`config.mk`:
```
export PLATFORM = sky130hd
export DESIGN_NAME = fetch_unit_flat
export DESIGN_NICKNAME = d
export VERILOG_FILES = /design/src/rtl/fetch_pkg.sv /design/src/rtl/fetch_unit_if.sv /design/src/rtl/fetch_skid_buf.sv /design/src/rtl/fetch_unit.sv /design/src/flat_wrapper.sv
export SDC_FILE = /design/constraint.sdc
export NUM_CORES = 1
export LEC_CHECK = 0
export BUFFER_PORTS_ARGS = -buffer_cell sky130_fd_sc_hd__buf_2
export CAP_MARGIN = 40
export CORE_MARGIN = 5
export CORE_UTILIZATION = 33
export DETAILED_ROUTE_END_ITERATION = 10
export HOLD_SLACK_MARGIN = 0.1
export PLACE_DENSITY_LB_ADDON = 0.25
export SLEW_MARGIN = 20
export SYNTH_ARGS = -nofsm -noshare
export SYNTH_HDL_FRONTEND = slang
export SYNTH_SLANG_ARGS = --single-unit
```
`constraint.sdc`:
```
create_clock -name clk -period 3.58 [get_ports clk]
set_input_delay 0.358 -clock clk [delete_from_list [all_inputs] [get_ports clk]]
set_output_delay 0.358 -clock clk [all_outputs]
set_load 0.03 [all_outputs]
```
`src/rtl/fetch_pkg.sv`:
```
// Shared types and constants for the instruction fetch front end.
package fetch_pkg;

    typedef enum logic [1:0] {
        S_BOOT,
        S_RUN,
        S_HOLD
    } fetch_state_t;

    localparam int ADDR_W_DEF  = 8;
    localparam int XLEN_DEF    = 32;
    localparam int PC_STEP_DEF = 4;
    localparam int STEP_LSB    = $clog2(PC_STEP_DEF);

    typedef struct packed {
        logic [ADDR_W_DEF-1:0] pc;
        logic [XLEN_DEF-1:0]   instr;
    } fetch_entry_t;

endpackage

```
`src/rtl/fetch_unit_if.sv`:
```
// Fetch-unit bus: control inputs, instruction-memory port and decode handshake.
interface fetch_unit_if #(
    parameter int ADDR_W = 8,
    parameter int XLEN   = 32
);
    logic              hold_i;
    logic              redirect_valid_i;
    logic [ADDR_W-1:0] redirect_pc_i;
    logic              imem_req_o;
    logic [ADDR_W-1:0] imem_addr_o;
    logic [XLEN-1:0]   imem_rdata_i;
    logic              out_valid_o;
    logic              out_ready_i;
    logic [ADDR_W-1:0] out_pc_o;
    logic [XLEN-1:0]   out_instr_o;
    logic              misalign_o;

    modport master (
        output hold_i, redirect_valid_i, redirect_pc_i, imem_rdata_i, out_ready_i,
        input  imem_req_o, imem_addr_o, out_valid_o, out_pc_o, out_instr_o, misalign_o
    );

    modport slave (
        input  hold_i, redirect_valid_i, redirect_pc_i, imem_rdata_i, out_ready_i,
        output imem_req_o, imem_addr_o, out_valid_o, out_pc_o, out_instr_o, misalign_o
    );
endinterface

```
`src/rtl/fetch_skid_buf.sv`:
```
// Small circular FIFO holding fetched {pc, instr} entries until decode takes them.
module fetch_skid_buf #(
    parameter  int WIDTH = 40,
    parameter  int DEPTH = 2,
    localparam int CNT_W = $clog2(DEPTH + 1)
) (
    input  logic             clk,
    input  logic             rst,
    input  logic             push,
    input  logic [WIDTH-1:0] push_data,
    input  logic             pop,
    input  logic             flush,
    output logic [CNT_W-1:0] count,
    output logic [WIDTH-1:0] head
);
    localparam int PTR_W = (DEPTH > 1) ? $clog2(DEPTH) : 1;

    logic [WIDTH-1:0] mem [DEPTH];
    logic [PTR_W-1:0] rd_ptr;
    logic [PTR_W-1:0] wr_ptr;
    logic             do_pop;
    logic             do_push;

    function automatic logic [PTR_W-1:0] next_ptr(input logic [PTR_W-1:0] p);
        return (p == PTR_W'(DEPTH - 1)) ? '0 : p + 1'b1;
    endfunction

    assign do_pop  = pop && (count != '0);
    assign do_push = push && ((count != CNT_W'(DEPTH)) || do_pop);
    assign head    = mem[rd_ptr];

    always_ff @(posedge clk or posedge rst) begin
        if (rst) begin
            rd_ptr <= '0;
            wr_ptr <= '0;
            count  <= '0;
        end else if (flush) begin
            rd_ptr <= '0;
            wr_ptr <= '0;
            count  <= '0;
        end else begin
            if (do_pop)  rd_ptr <= next_ptr(rd_ptr);
            if (do_push) wr_ptr <= next_ptr(wr_ptr);
            count <= count + CNT_W'(do_push) - CNT_W'(do_pop);
        end
    end

    always_ff @(posedge clk) begin
        if (do_push && !flush) mem[wr_ptr] <= push_data;
    end

endmodule

```
`src/rtl/fetch_unit.sv`:
```
// Program-counter front end: issues fetches, captures responses, hands them to decode.
module fetch_unit
    import fetch_pkg::*;
#(
    parameter int              ADDR_W    = 8,
    parameter int              XLEN      = 32,
    parameter logic [ADDR_W-1:0] RESET_VEC = '0,
    parameter int              PC_STEP   = 4,
    parameter int              BUF_DEPTH = 2
) (
    input logic         clk,
    input logic         rst,
    fetch_unit_if.slave bus
);
    localparam logic [ADDR_W-1:0] STEP_MASK = ADDR_W'(PC_STEP - 1);
    localparam int                CNT_W     = $clog2(BUF_DEPTH + 1);

    typedef struct packed {
        logic [ADDR_W-1:0] pc;
        logic [XLEN-1:0]   instr;
    } entry_t;

    fetch_state_t      state;
    fetch_state_t      next_state;
    logic [ADDR_W-1:0] pc;
    logic [ADDR_W-1:0] req_pc;
    logic              inflight;
    logic              misalign;
    logic              req;
    logic              credit;
    logic              pop;
    logic              push;
    logic [CNT_W-1:0]  count;
    entry_t            head;
    entry_t            push_entry;

    always_ff @(posedge clk or posedge rst) begin
        if (rst) state <= S_BOOT;
        else     state <= next_state;
    end

    always_comb begin
        next_state = state;
        case (state)
            S_BOOT:  next_state = S_RUN;
            S_RUN:   if (bus.hold_i)  next_state = S_HOLD;
            S_HOLD:  if (!bus.hold_i) next_state = S_RUN;
            default: next_state = S_BOOT;
        endcase
    end

    // Credit counts the in-flight response as already occupying a slot, so a
    // full buffer can never be overrun by a late memory return.
    always_comb begin
        pop    = bus.out_valid_o && bus.out_ready_i;
        credit = (int'(count) + int'(inflight) - int'(pop)) < BUF_DEPTH;
        req    = (state == S_RUN) && !bus.hold_i && !bus.redirect_valid_i && credit;
    end

    always_ff @(posedge clk or posedge rst) begin
        if (rst) begin
            pc       <= RESET_VEC;
            req_pc   <= '0;
            inflight <= 1'b0;
            misalign <= 1'b0;
        end else begin
            inflight <= req;
            misalign <= bus.redirect_valid_i && ((bus.redirect_pc_i & STEP_MASK) != '0);
            if (bus.redirect_valid_i) begin
                pc <= bus.redirect_pc_i & ~STEP_MASK;
            end else if (req) begin
                req_pc <= pc;
                pc     <= pc + ADDR_W'(PC_STEP);
            end
        end
    end

    assign push             = inflight && !bus.redirect_valid_i;
    assign push_entry.pc    = req_pc;
    assign push_entry.instr = bus.imem_rdata_i;

    fetch_skid_buf #(
        .WIDTH(ADDR_W + XLEN),
        .DEPTH(BUF_DEPTH)
    ) u_buf (
        .clk      (clk),
        .rst      (rst),
        .push     (push),
        .push_data(push_entry),
        .pop      (pop),
        .flush    (bus.redirect_valid_i),
        .count    (count),
        .head     (head)
    );

    assign bus.imem_req_o  = req;
    assign bus.imem_addr_o = pc;
    assign bus.out_valid_o = (count != '0);
    assign bus.out_pc_o    = head.pc;
    assign bus.out_instr_o = head.instr;
    assign bus.misalign_o  = misalign;

endmodule

```
`src/flat_wrapper.sv`:
```
// flat-port wrapper written by rule: the top's interface ports become plain ports
module fetch_unit_flat import fetch_pkg::*;
#(
    parameter int              ADDR_W    = 8,
    parameter int              XLEN      = 32,
    parameter logic [ADDR_W-1:0] RESET_VEC = '0,
    parameter int              PC_STEP   = 4,
    parameter int              BUF_DEPTH = 2
)
  (clk, rst, bus_hold_i, bus_redirect_valid_i, bus_redirect_pc_i, bus_imem_rdata_i, bus_out_ready_i, bus_imem_req_o, bus_imem_addr_o, bus_out_valid_o, bus_out_pc_o, bus_out_instr_o, bus_misalign_o);
  fetch_unit_if #(.ADDR_W(ADDR_W), .XLEN(XLEN)) bus_i ();
  input logic clk;
  input logic rst;
  input wire logic [$bits(bus_i.hold_i)-1:0] bus_hold_i;
  input wire logic [$bits(bus_i.redirect_valid_i)-1:0] bus_redirect_valid_i;
  input wire logic [$bits(bus_i.redirect_pc_i)-1:0] bus_redirect_pc_i;
  input wire logic [$bits(bus_i.imem_rdata_i)-1:0] bus_imem_rdata_i;
  input wire logic [$bits(bus_i.out_ready_i)-1:0] bus_out_ready_i;
  output wire logic [$bits(bus_i.imem_req_o)-1:0] bus_imem_req_o;
  output wire logic [$bits(bus_i.imem_addr_o)-1:0] bus_imem_addr_o;
  output wire logic [$bits(bus_i.out_valid_o)-1:0] bus_out_valid_o;
  output wire logic [$bits(bus_i.out_pc_o)-1:0] bus_out_pc_o;
  output wire logic [$bits(bus_i.out_instr_o)-1:0] bus_out_instr_o;
  output wire logic [$bits(bus_i.misalign_o)-1:0] bus_misalign_o;
  assign bus_i.hold_i = bus_hold_i;
  assign bus_i.redirect_valid_i = bus_redirect_valid_i;
  assign bus_i.redirect_pc_i = bus_redirect_pc_i;
  assign bus_i.imem_rdata_i = bus_imem_rdata_i;
  assign bus_i.out_ready_i = bus_out_ready_i;
  assign bus_imem_req_o = bus_i.imem_req_o;
  assign bus_imem_addr_o = bus_i.imem_addr_o;
  assign bus_out_valid_o = bus_i.out_valid_o;
  assign bus_out_pc_o = bus_i.out_pc_o;
  assign bus_out_instr_o = bus_i.out_instr_o;
  assign bus_misalign_o = bus_i.misalign_o;
  fetch_unit #(.ADDR_W(ADDR_W), .XLEN(XLEN), .RESET_VEC(RESET_VEC), .PC_STEP(PC_STEP), .BUF_DEPTH(BUF_DEPTH)) u_core (.clk(clk), .rst(rst), .bus(bus_i));
endmodule
```
======== Word-level counts from Yosys, hierarchy flattened ========
Memory sizes are Yosys's and may differ from the RTL's.
Cells that the tools add are included.
storage, ports and cells
  register bits ........................... 24
  bits in writable memories ............... 80
  word-level logic and storage cells ...... 57
  memories kept ........................... 1
memories
  memory            depth  width  read ports  clocked after Yosys merged registers in  wr ports  RTL line              source
  u_core.u_buf.mem  2      40     1           0                                        1         fetch_skid_buf.sv:18  logic [WIDTH-1:0] mem [DEPTH];
operators by class
  add/subtract/negate cells ............... 7
  order comparisons ....................... 1
  equality and inequality tests ........... 5
  mux-type cells .......................... 14
  bitwise operators ....................... 1
  reductions and logical operators ........ 20
operator list
  kind                   count
  $lt A32 B3 Y1 const B  1
  $sub A32 B2 Y32        1
  $mux W8                2
  $logic_and A1 B1 Y1    9
  $add A8 B3 Y8 const B  1
  $mux W1                8
  $reduce_bool A2 Y1     4
  $reduce_bool A8 Y1     1
  $mux W2                3
  $ne A2 B2 Y1 const B   3
  $pmux W2 S3            1
  $reduce_and A2 Y1      2
  $add A2 B1 Y3          1
  $add A1 B1 Y1 const B  2
  $add A2 B1 Y2          1
  $eq A2 B1 Y1 const B   1
  $eq A2 B2 Y1 const B   1
  $logic_not A1 Y1       2
  $logic_not A2 Y1       1
  $sub A2 B1 Y2          1
  $logic_or A1 B1 Y1     1
  $not A1 Y1             1

======== Logic depth before layout (Yosys ltp) ========
Gate-level depths: netlist of run 1.
  depth after elaboration ................. 8
  gate-level depth with buffers ........... 11
  depth with buffers taken out ............ 10

======== Hierarchy ========
From an unflattened synthesis of run 1, not the netlist that was laid out.
second synthesis, totals
  cells, all modules ...................... 227
  area, all modules ....................... 4013.8 um^2
by module, submodules not included
  module          instances  cells an instance  area each (um^2)
  fetch_skid_buf  1          147                3120.5
  fetch_unit      1          80                 893.4

======== Least setup slack after synthesis of run 1 ========
OpenSTA, ideal clock, no wires.
  path type ............................... reg2reg
  start point ............................. reg u_core.u_buf.count[0]
  end point ............................... reg u_core.req_pc[2]
  setup time .............................. 0.125 ns
  data arrival time ....................... 2.821 ns
  data required time ...................... 3.455 ns
  path slack .............................. 0.635 ns
  stages on the path, launching flop included .. 12
  buffers on the path ..................... 1
  cells stage by stage .................... dfrtp_1 > ha_1 > inv_1 > ha_1 > inv_1 > ha_1 > ha_1 > nor2b_1 > o211ai_1 > clkbuf_1 > nor3_2 > mux2_2
on the way
  cells in the longest elaborated chain, start to end .. 6
  elaborated cells on any way between the ends .. 7
  those cells by class .................... add/sub: 2; order compare: 1; reduce/logical: 4
RTL lines
  element                                                RTL line              source
  start: declaration                                     fetch_skid_buf.sv:13  output logic [CNT_W-1:0] count,
  start signal: assignment                               fetch_skid_buf.sv:44  count <= count + CNT_W'(do_push) - CNT_W'(do_pop);
  branches (longest 2 deep; another with $add A2 B1 Y3)  --
  $sub A32 B2 Y32 (*)                                    fetch_unit.sv:56      credit = (int'(count) + int'(inflight) - int'(pop)) < BUF_DEPTH;
  $lt A32 B3 Y1 (*)                                      fetch_unit.sv:56
  $logic_and A1 B1 Y1 (*)                                fetch_unit.sv:57      req = (state == S_RUN) && !bus.hold_i && !bus.redirect_valid_i && credit;
  via bus_imem_req_o                                     flat_wrapper.sv:19    output wire logic [$bits(bus_i.imem_req_o)-1:0] bus_imem_req_o;
  $reduce_and A2 Y1 (no source line) (*)                 --
  end signal: assignment                                 fetch_unit.sv:72      req_pc <= pc;
  end: declaration                                       fetch_unit.sv:26      logic [ADDR_W-1:0] req_pc;
Mark *: on every way through the listed nets, which the timed path passes.
A chain may end at the register's enable or synchronous reset.

======== Worst setup path after layout of run 1 ========
  start point ............................. reg u_core.u_buf.count[0]
  end point ............................... out bus_imem_req_o
on the way
  cells in the longest elaborated chain, start to end .. 5
  elaborated cells on any way between the ends .. 6
  those cells by class .................... add/sub: 2; order compare: 1; reduce/logical: 3
RTL lines
  element                                                RTL line
  branches (longest 2 deep; another with $add A2 B1 Y3)  --
  $sub A32 B2 Y32 (*)                                    fetch_unit.sv:56
  $lt A32 B3 Y1 (*)                                      fetch_unit.sv:56
  $logic_and A1 B1 Y1 (*)                                fetch_unit.sv:57
  end: declaration                                       flat_wrapper.sv:19
Mark *: on every way between the ends.

==> results of run 1 <==
flip-flops by register name, indices dropped and copies added, names as in the netlist:
| signal | cells |
|---|---|
| u_core.state | 2 |
| u_core.bus.imem_addr_o | 6 |
| u_core.u_buf.mem | 76 |
| u_core.u_buf.rd_ptr | 1 |
| u_core.u_buf.wr_ptr | 1 |
| u_core.u_buf.count | 2 |
| u_core.bus.misalign_o | 1 |
| u_core.inflight | 1 |
| u_core.req_pc | 6 |
critical path, stage by stage (launching register included):
cell and delay [ns]:
dfrtp_1 0.45, ha_1 0.25, inv_1 0.12, ha_1 0.24, inv_1 0.06, ha_1 0.14, ha_1 0.19, nor2b_1 0.06
o211ai_1 0.68, nor3_2 0.10, buf_2 0.21
layout make-up:
cell class	count	area, um2	area share
Tap cell	143	179	0.0366
Sequential cell	96	2780	0.569
Clock buffer	10	229	0.0468
Multi-Input combinational cell	118	1030	0.210
Timing Repair Buffer	97	563	0.115
Clock inverter	6	83.8	0.0171
Inverter	8	30.0	0.00613
final timing paths:
kind	start	endpoint	slack [ns]
setup reg to reg	u_core.u_buf.count[0]	u_core.req_pc[6]	0.71
hold / removal	bus_imem_rdata_i[8]	u_core.u_buf.mem[0][8]	0.20
setup / recovery	u_core.u_buf.count[0]	bus_imem_req_o	0.39
min in group asynchronous	rst	u_core.u_buf.count[1]	0.48
hold reg to reg	u_core.req_pc[3]	u_core.u_buf.mem[0][35]	0.47
max in group asynchronous	rst	u_core.u_buf.rd_ptr	2.74
per-stage QoR:
stage | power, mW | hold slack (ns) | cells | worst slack [ns] | utilization
2_1_floorplan | 2.04 | 0.322 | 234 | 0.635 | -
3_3_place_gp | 2.25 | 0.452 | 458 | 0.840 | 0.391
3_5_place_dp | 2.28 | 0.461 | 460 | 0.718 | 0.396
4_1_cts | 3.29 | 0.177 | 476 | 0.371 | 0.424
5_1_grt | 3.41 | 0.184 | 478 | 0.178 | 0.427
6_report | 3.23 | 0.204 | 478 | 0.387 | 0.427
power breakdown:
group	internal, mW	switching, mW	total, mW
clock network	0.608	0.378	0.986
registers	1.35	0.107	1.45
logic	0.323	0.469	0.792
layout by cell type, fill, tap and decap left out, types with 2 or more instances in the layout:
cell | synthesis | layout
ha_1 | 8 | 8
nor2_1 | 12 | 11
buf_16 | 0 | 3
nand2_1 | 6 | 6
nand3_1 | 4 | 4
conb_1 | 1 | 4
edfxtp_1 | 76 | 76
bufinv_16 | 0 | 2
o31ai_1 | 4 | 4
xor2_1 | 4 | 4
mux2_2 | 44 | 44
or2_2 | 2 | 2
clkbuf_16 | 0 | 9
clkinvlp_4 | 0 | 2
or4_1 | 5 | 5
buf_2 | 0 | 91
dfrtp_1 | 20 | 19
buf_4 | 4 | 2
inv_1 | 8 | 8
a31oi_1 | 4 | 4
nor2b_1 | 3 | 3
o211ai_1 | 4 | 4
a21oi_1 | 2 | 2
repair_timing:
item | in CTS | in global routing
resized for setup | 0 | 0
hold buffers | 0 | 1
endpoints found under the hold margin | 0 | 2
logic make-up after synthesis:
family                   Yosys count  share of synthesized area
flip-flops                        96                      0.716
AND/OR/NAND/NOR                   40                     0.0573
other                              1                   0.000965
adder cells (fa/ha/maj)            9                     0.0309
AO/OA/AOI/OAI                     17                     0.0332
XOR/XNOR                           4                    0.00901
multiplexers                      44                      0.127
buffers and inverters             20                     0.0251
routing by layer:
layer	vias up	global-route usage	wire length (um)
li1	1065	-	-
met1	1082	0.138	3290
met2	80	0.156	3240
met3	11	0.0396	589
met4	0	0.0510	154
met5	-	0	0
==> tab_implementation.tex, run 1 <==
\begin{tabular}{lr}
\hline
Metric & Value \\
\hline
\multicolumn{2}{l}{\textbf{Clocking}} \\
CTS buffer count & 9 \\
Insertion delay to the later sink of the worst-skew pair & 0.34 ns \\
Clock tree from TritonCTS & yes \\
Max Buffers Root-to-Sink & 2 \\
Number of levels in the clock H-tree & 3 \\
Clock Sinks & 96 \\
Clock-pin slew of the registers on the worst-case setup and hold paths & 0.06 ns \\
Buffer count from post-CTS setup fixing & 0 \\
Root buffer cell & clkbuf\_16 \\
\multicolumn{2}{l}{\textbf{Finish}} \\
Area of all placed cells without fillers & 4890 um2 \\
Fraction of layout instances using a drive strength above 1 & 0.487 \\
Layout fillers & 1,034 \\
Post-layout net count & 384 \\
Area overhead of the layout relative to synthesis & 25.9\% \\
ANT cells & 0 \\
\multicolumn{2}{l}{\textbf{Global routing}} \\
Overall fraction of global-route tracks in use & 0.106 \\
Maximum number of pins on one net before global-route repair & 28 \\
Antenna violations before repair & 0 \\
Global route overflow & 0 \\
Vias in the first global route & 2,274 \\
First-pass GRT wire length & 11.7 mm \\
\multicolumn{2}{l}{\textbf{Power and ir drop}} \\
Power per cell area & 660 nW/um2 \\
Peak VDD IR & 0.378 mV \\
Leakage dissipation & 1.88 nW \\
\multicolumn{2}{l}{\textbf{Synthesis}} \\
Synth async-reset ratio & 0.208 \\
Count of different cell masters after synthesis & 32 \\
Leading post-synthesis cells by instance count & edfxtp\_1, mux2\_2, dfrtp\_1 \\
Top cell type by total area after synthesis & edfxtp\_1 \\
Yosys warning total & 0 \\
Synth top area cells & edfxtp\_1, dfrtp\_1, mux2\_2 \\
EDFF count, synth & 76 \\
Cell with the most instances after synthesis & edfxtp\_1 \\
Post-synthesis area per instance & 16.8 um2 \\
FF+latch count, synth & 96 \\
Post-synthesis instance area & 3890 um2 \\
Portion of synthesized cell area occupied by the leading cell type & 0.587 \\
Post-synthesis sequential area ratio & 0.716 \\
Primary flip-flop cell chosen by synthesis mapping & edfxtp\_1 \\
Number of instances in the synthesized netlist & 231 \\
\multicolumn{2}{l}{\textbf{Timing}} \\
Fin Clk Skew & 0.00513 ns \\
Max\_slew headroom & 0.426 \\
Final setup vio count & 0 \\
Count of final max-slew check failures & 0 \\
Measured slew at the worst slew-check pin & 0.858 ns \\
Hold Fails Final Rpt & 0 \\
Post-route clock period utilization & 0.892 \\
Total Negative Setup Slacks & 0 ns \\
Min cycle time layout & 3.19 ns \\
Max Clk Rate & 313 MHz \\
Setup repair after global routing missed its margin & false \\
\multicolumn{2}{l}{\textbf{Min path}} \\
Worst Hold Class & input port to flip-flop \\
Hold-critical path depth & 1 \\
\multicolumn{2}{l}{\textbf{Setup path}} \\
CP Capture Type & output pin \\
Worst EP required & 3.22 ns \\
CP Max Fanout & 13 \\
Count of cells along the worst register-to-register path & 11 \\
Kind of launch point of the worst setup path & flip-flop \\
WP data arrival & 2.83 ns \\
Critical path class & flip-flop to output pin \\
\multicolumn{2}{l}{\textbf{Route}} \\
Starting DRC count in detailed routing & 104 \\
Final wirelength & 7.27 mm \\
Average wire per standard cell & 15.2 um \\
Overall via count from detail\_route & 2,238 \\
Post-DRT Antenna Nets & 0 \\
Drt pass-1 iters & 4 \\
Number of design rule violations left after detail routing & 0 \\
Via-to-Cell Ratio & 4.68 \\
\multicolumn{2}{l}{\textbf{Floorplan}} \\
Number of rows created at floorplan & 39 \\
Number of I/O pins & 96 \\
Core ar. & 11,500 um2 \\
Chip Height & 119 um \\
Horiz. Die Dim & 119 um \\
Die outline area & 14,000 um2 \\
Effective utilization at floorplan & 0.339 \\
\multicolumn{2}{l}{\textbf{Placed design}} \\
Post-DP HPWL & 5.09 mm \\
Post-detailed-placement cell area & 4540 um2 \\
Quantity of I/O buffers inserted on ports & 91 \\
Placer congestion estimate & 0.765 \\
\multicolumn{2}{l}{\textbf{Job}} \\
Max-cap violations & 0 \\
\multicolumn{2}{l}{\textbf{Status}} \\
Status & completed \\
\hline
\end{tabular}
(Power assumes the default switching activity.)
==> inputs of run 2 (changes only) <==
BUFFER_PORTS_ARGS = not set   (was -buffer_cell sky130_fd_sc_hd__buf_2)
CORE_MARGIN = 1.5   (was 5)
DONT_BUFFER_PORTS = 1   (was not set)
clock period = 3.5 ns   (was 3.58 ns; I/O delays follow)
==> run 2 against run 1 <==
Routed wire length fell by 5.9%. Combinational power fell by 11%. Critical path depth rose by 1. Utilization fell by 1.7 points. Global-route usage rose by 1.3 points. Critical endpoint unchanged. Largest cell class unchanged.
==> tab_implementation.tex, run 2 (synthesized netlist as in run 1, its figures left out) <==
\begin{tabular}{lr}
\hline
Metric & Value \\
\hline
\multicolumn{2}{l}{\textbf{Setup path}} \\
WP data arrival & 2.64 ns (-0.19 ns) \\
CP Capture Type & output pin \\
Critical path class & flip-flop to output pin \\
Launch point of the worst path & u\_core.u\_buf.count[0] \\
Worst EP required & 3.15 ns (-0.07 ns) \\
CP Max Fanout & 10 (-3) \\
Kind of launch point of the worst setup path & flip-flop \\
Reg-to-reg critical path startpoint & u\_core.u\_buf.count[0] \\
\multicolumn{2}{l}{\textbf{Timing}} \\
Hold\_ws & 0.136 ns (-0.0683 ns) \\
Setup repair after global routing missed its margin & false \\
Final setup vio count & 0 (unchanged) \\
Hold Fails Final Rpt & 0 (unchanged) \\
Count of final max-slew check failures & 0 (unchanged) \\
Post-route clock period utilization & 0.853 \\
Max Clk Rate & 335 MHz \\
Fin Clk Skew & 0.00226 ns (-0.00287 ns) \\
Total Negative Setup Slacks & 0 ns (unchanged) \\
Min cycle time layout & 2.99 ns \\
\multicolumn{2}{l}{\textbf{Job}} \\
Max-cap violations & 0 (unchanged) \\
\multicolumn{2}{l}{\textbf{Power and ir drop}} \\
Power Total & 3.07 mW (-5.0\%) \\
Leakage dissipation & 1.63 nW (-13\%) \\
Peak VDD IR & 0.307 mV (-19\%) \\
Power per cell area & 654 nW/um2 (-0.99\%) \\
Combinational share of power & 0.230 (-0.015) \\
Switching power & 949 uW (-0.55\%) \\
Internal cell power & 2.12 mW (-6.8\%) \\
Switching share of power & 0.309 (+0.0137) \\
Share of total power in sequential cells & 0.492 (+0.042) \\
Relative contribution of the clock network to total power & 0.279 (-0.026) \\
\multicolumn{2}{l}{\textbf{Route}} \\
Drt pass-1 iters & 4 (unchanged) \\
Starting DRC count in detailed routing & 105 (+0.96\%) \\
Via-to-Cell Ratio & 4.82 (+2.9\%) \\
Overall via count from detail\_route & 2,034 (-9.1\%) \\
Final wirelength & 6.85 mm (-5.9\%) \\
Number of design rule violations left after detail routing & 0 (unchanged) \\
Average wire per standard cell & 16.2 um (+6.6\%) \\
Post-DRT Antenna Nets & 0 (unchanged) \\
\multicolumn{2}{l}{\textbf{Clocking}} \\
Clock Sinks & 96 (unchanged) \\
CTS buffer count & 9 (unchanged) \\
Max Buffers Root-to-Sink & 2 (unchanged) \\
Clock tree from TritonCTS & yes \\
Buffer count from post-CTS setup fixing & 0 (unchanged) \\
Number of levels in the clock H-tree & 3 (unchanged) \\
Clock-pin slew of the registers on the worst-case setup and hold paths & 0.06 ns (about the same) \\
Root buffer cell & clkbuf\_16 \\
Insertion delay to the later sink of the worst-skew pair & 0.34 ns (about the same) \\
\multicolumn{2}{l}{\textbf{Placed design}} \\
Quantity of I/O buffers inserted on ports & 0 (-100\%) \\
Number of placed instances, taps included & 370 (-20\%) \\
Post-DP HPWL & 4.32 mm (-15\%) \\
Placer congestion estimate & 0.693 (-9.4\%) \\
\multicolumn{2}{l}{\textbf{Global routing}} \\
Most Used Layer, Global Route & met2 \\
Met1 global-route usage & 0.155 (+0.0169) \\
Maximum number of pins on one net before global-route repair & 29 (+3.6\%) \\
Overall fraction of global-route tracks in use & 0.119 (+0.0126) \\
Global route overflow & 0 (unchanged) \\
Vias in the first global route & 2,098 (-7.7\%) \\
GR Util met2 & 0.173 (+0.0167) \\
Grt met3 use & 0.0397 (+0.000102) \\
First-pass GRT wire length & 11.2 mm (-4.4\%) \\
Antenna violations before repair & 0 (unchanged) \\
\multicolumn{2}{l}{\textbf{Finish}} \\
Register containing the most flip-flops in the final layout & u\_core.u\_buf.mem \\
Post-layout net count & 328 (-15\%) \\
Most frequent cells in the layout & edfxtp\_1, mux2\_2, dlygate4sd3\_1 \\
Final Instance Count excl. Fillers & 422 (-12\%) \\
ANT cells & 0 (unchanged) \\
Fin util & 0.410 (-0.0171) \\
Fraction of layout instances using a drive strength above 1 & 0.254 (-0.232) \\
Area overhead of the layout relative to synthesis & 20.9\% \\
Flip-flop count of the largest register after layout & 76 (unchanged) \\
Commonest non-fill, non-tap cell in the layout & edfxtp\_1 \\
\multicolumn{2}{l}{\textbf{Floorplan}} \\
Chip Height & 112 um (-5.9\%) \\
Number of rows created at floorplan & 39 (unchanged) \\
Effective utilization at floorplan & 0.339 (unchanged) \\
Die outline area & 12,400 um2 (-11\%) \\
Horiz. Die Dim & 112 um (-5.9\%) \\
Number of I/O pins & 96 (unchanged) \\
Core ar. & 11,500 um2 (unchanged) \\
\multicolumn{2}{l}{\textbf{Status}} \\
Status & completed \\
\multicolumn{2}{l}{\textbf{Min path}} \\
Startpoint of the worst hold path & bus\_redirect\_pc\_i[0] \\
Worst Hold Class & input port to flip-flop \\
\hline
\end{tabular}
[run 2: final timing paths]
check | to | slack [ns] | depth (start not counted)
max | bus_imem_req_o | 0.51 | 11
min | u_core.bus.misalign_o | 0.14 | 2
max reg2reg | u_core.req_pc[4] | 0.76 | 12
min reg2reg | u_core.u_buf.mem[1][35] | 0.47 | 0
max in group asynchronous | u_core.u_buf.rd_ptr | 2.75 | 3
min in group asynchronous | u_core.state[1] | 0.36 | 2
[run 2: through the flow]
stage | setup slack [ns] | cell area, um2
after floorplan | 0.555 | 3900
after global placement | 0.742 | 4040
after detailed placement | 0.673 | 4080
after CTS | 0.315 | 4680
after global routing | 0.321 | 4700
final | 0.515 | 4700
[run 2: critical path, stage by stage (launching register included)]
cell and delay (ns):
dfrtp_1 0.46, ha_1 0.25, inv_1 0.12, ha_1 0.24, inv_1 0.05, ha_1 0.13, ha_1 0.18, nor2b_1 0.06
o211ai_1 0.30, buf_2 0.27, nor3_2 0.06, buf_4 0.17
[run 2: area by class of cell]
type	count	area, um2
Clock inverter	5	23.8
Timing Repair Buffer	41	423
Clock buffer	11	233
Inverter	8	30.0
Multi-Input combinational cell	118	1030
Sequential cell	96	2780
Tap cell	143	179
Fill cell	1040	6770
[run 2: repair_timing]
item                      4_1_cts  5_1_grt
gates resized for setup         0        0
hold endpoints to repair       88        0
hold buffers                   34        0
[run 2: routing by layer]
metal  routed length, um  up-vias
met1                3200      994
met5                   0        -
met4                 170        0
met3                 510       11
li1                    -      947
met2                2960       82
[run 2: power by group through the flow]
stage,Sequential [mW],Clock (mW),Combinational [mW]
floorplan,1.49,0,0.603
global placement,1.56,0,0.623
CTS,1.51,0.888,0.711
finish,1.51,0.856,0.705
global route,1.54,0.935,0.763
detailed placement,1.54,0,0.668
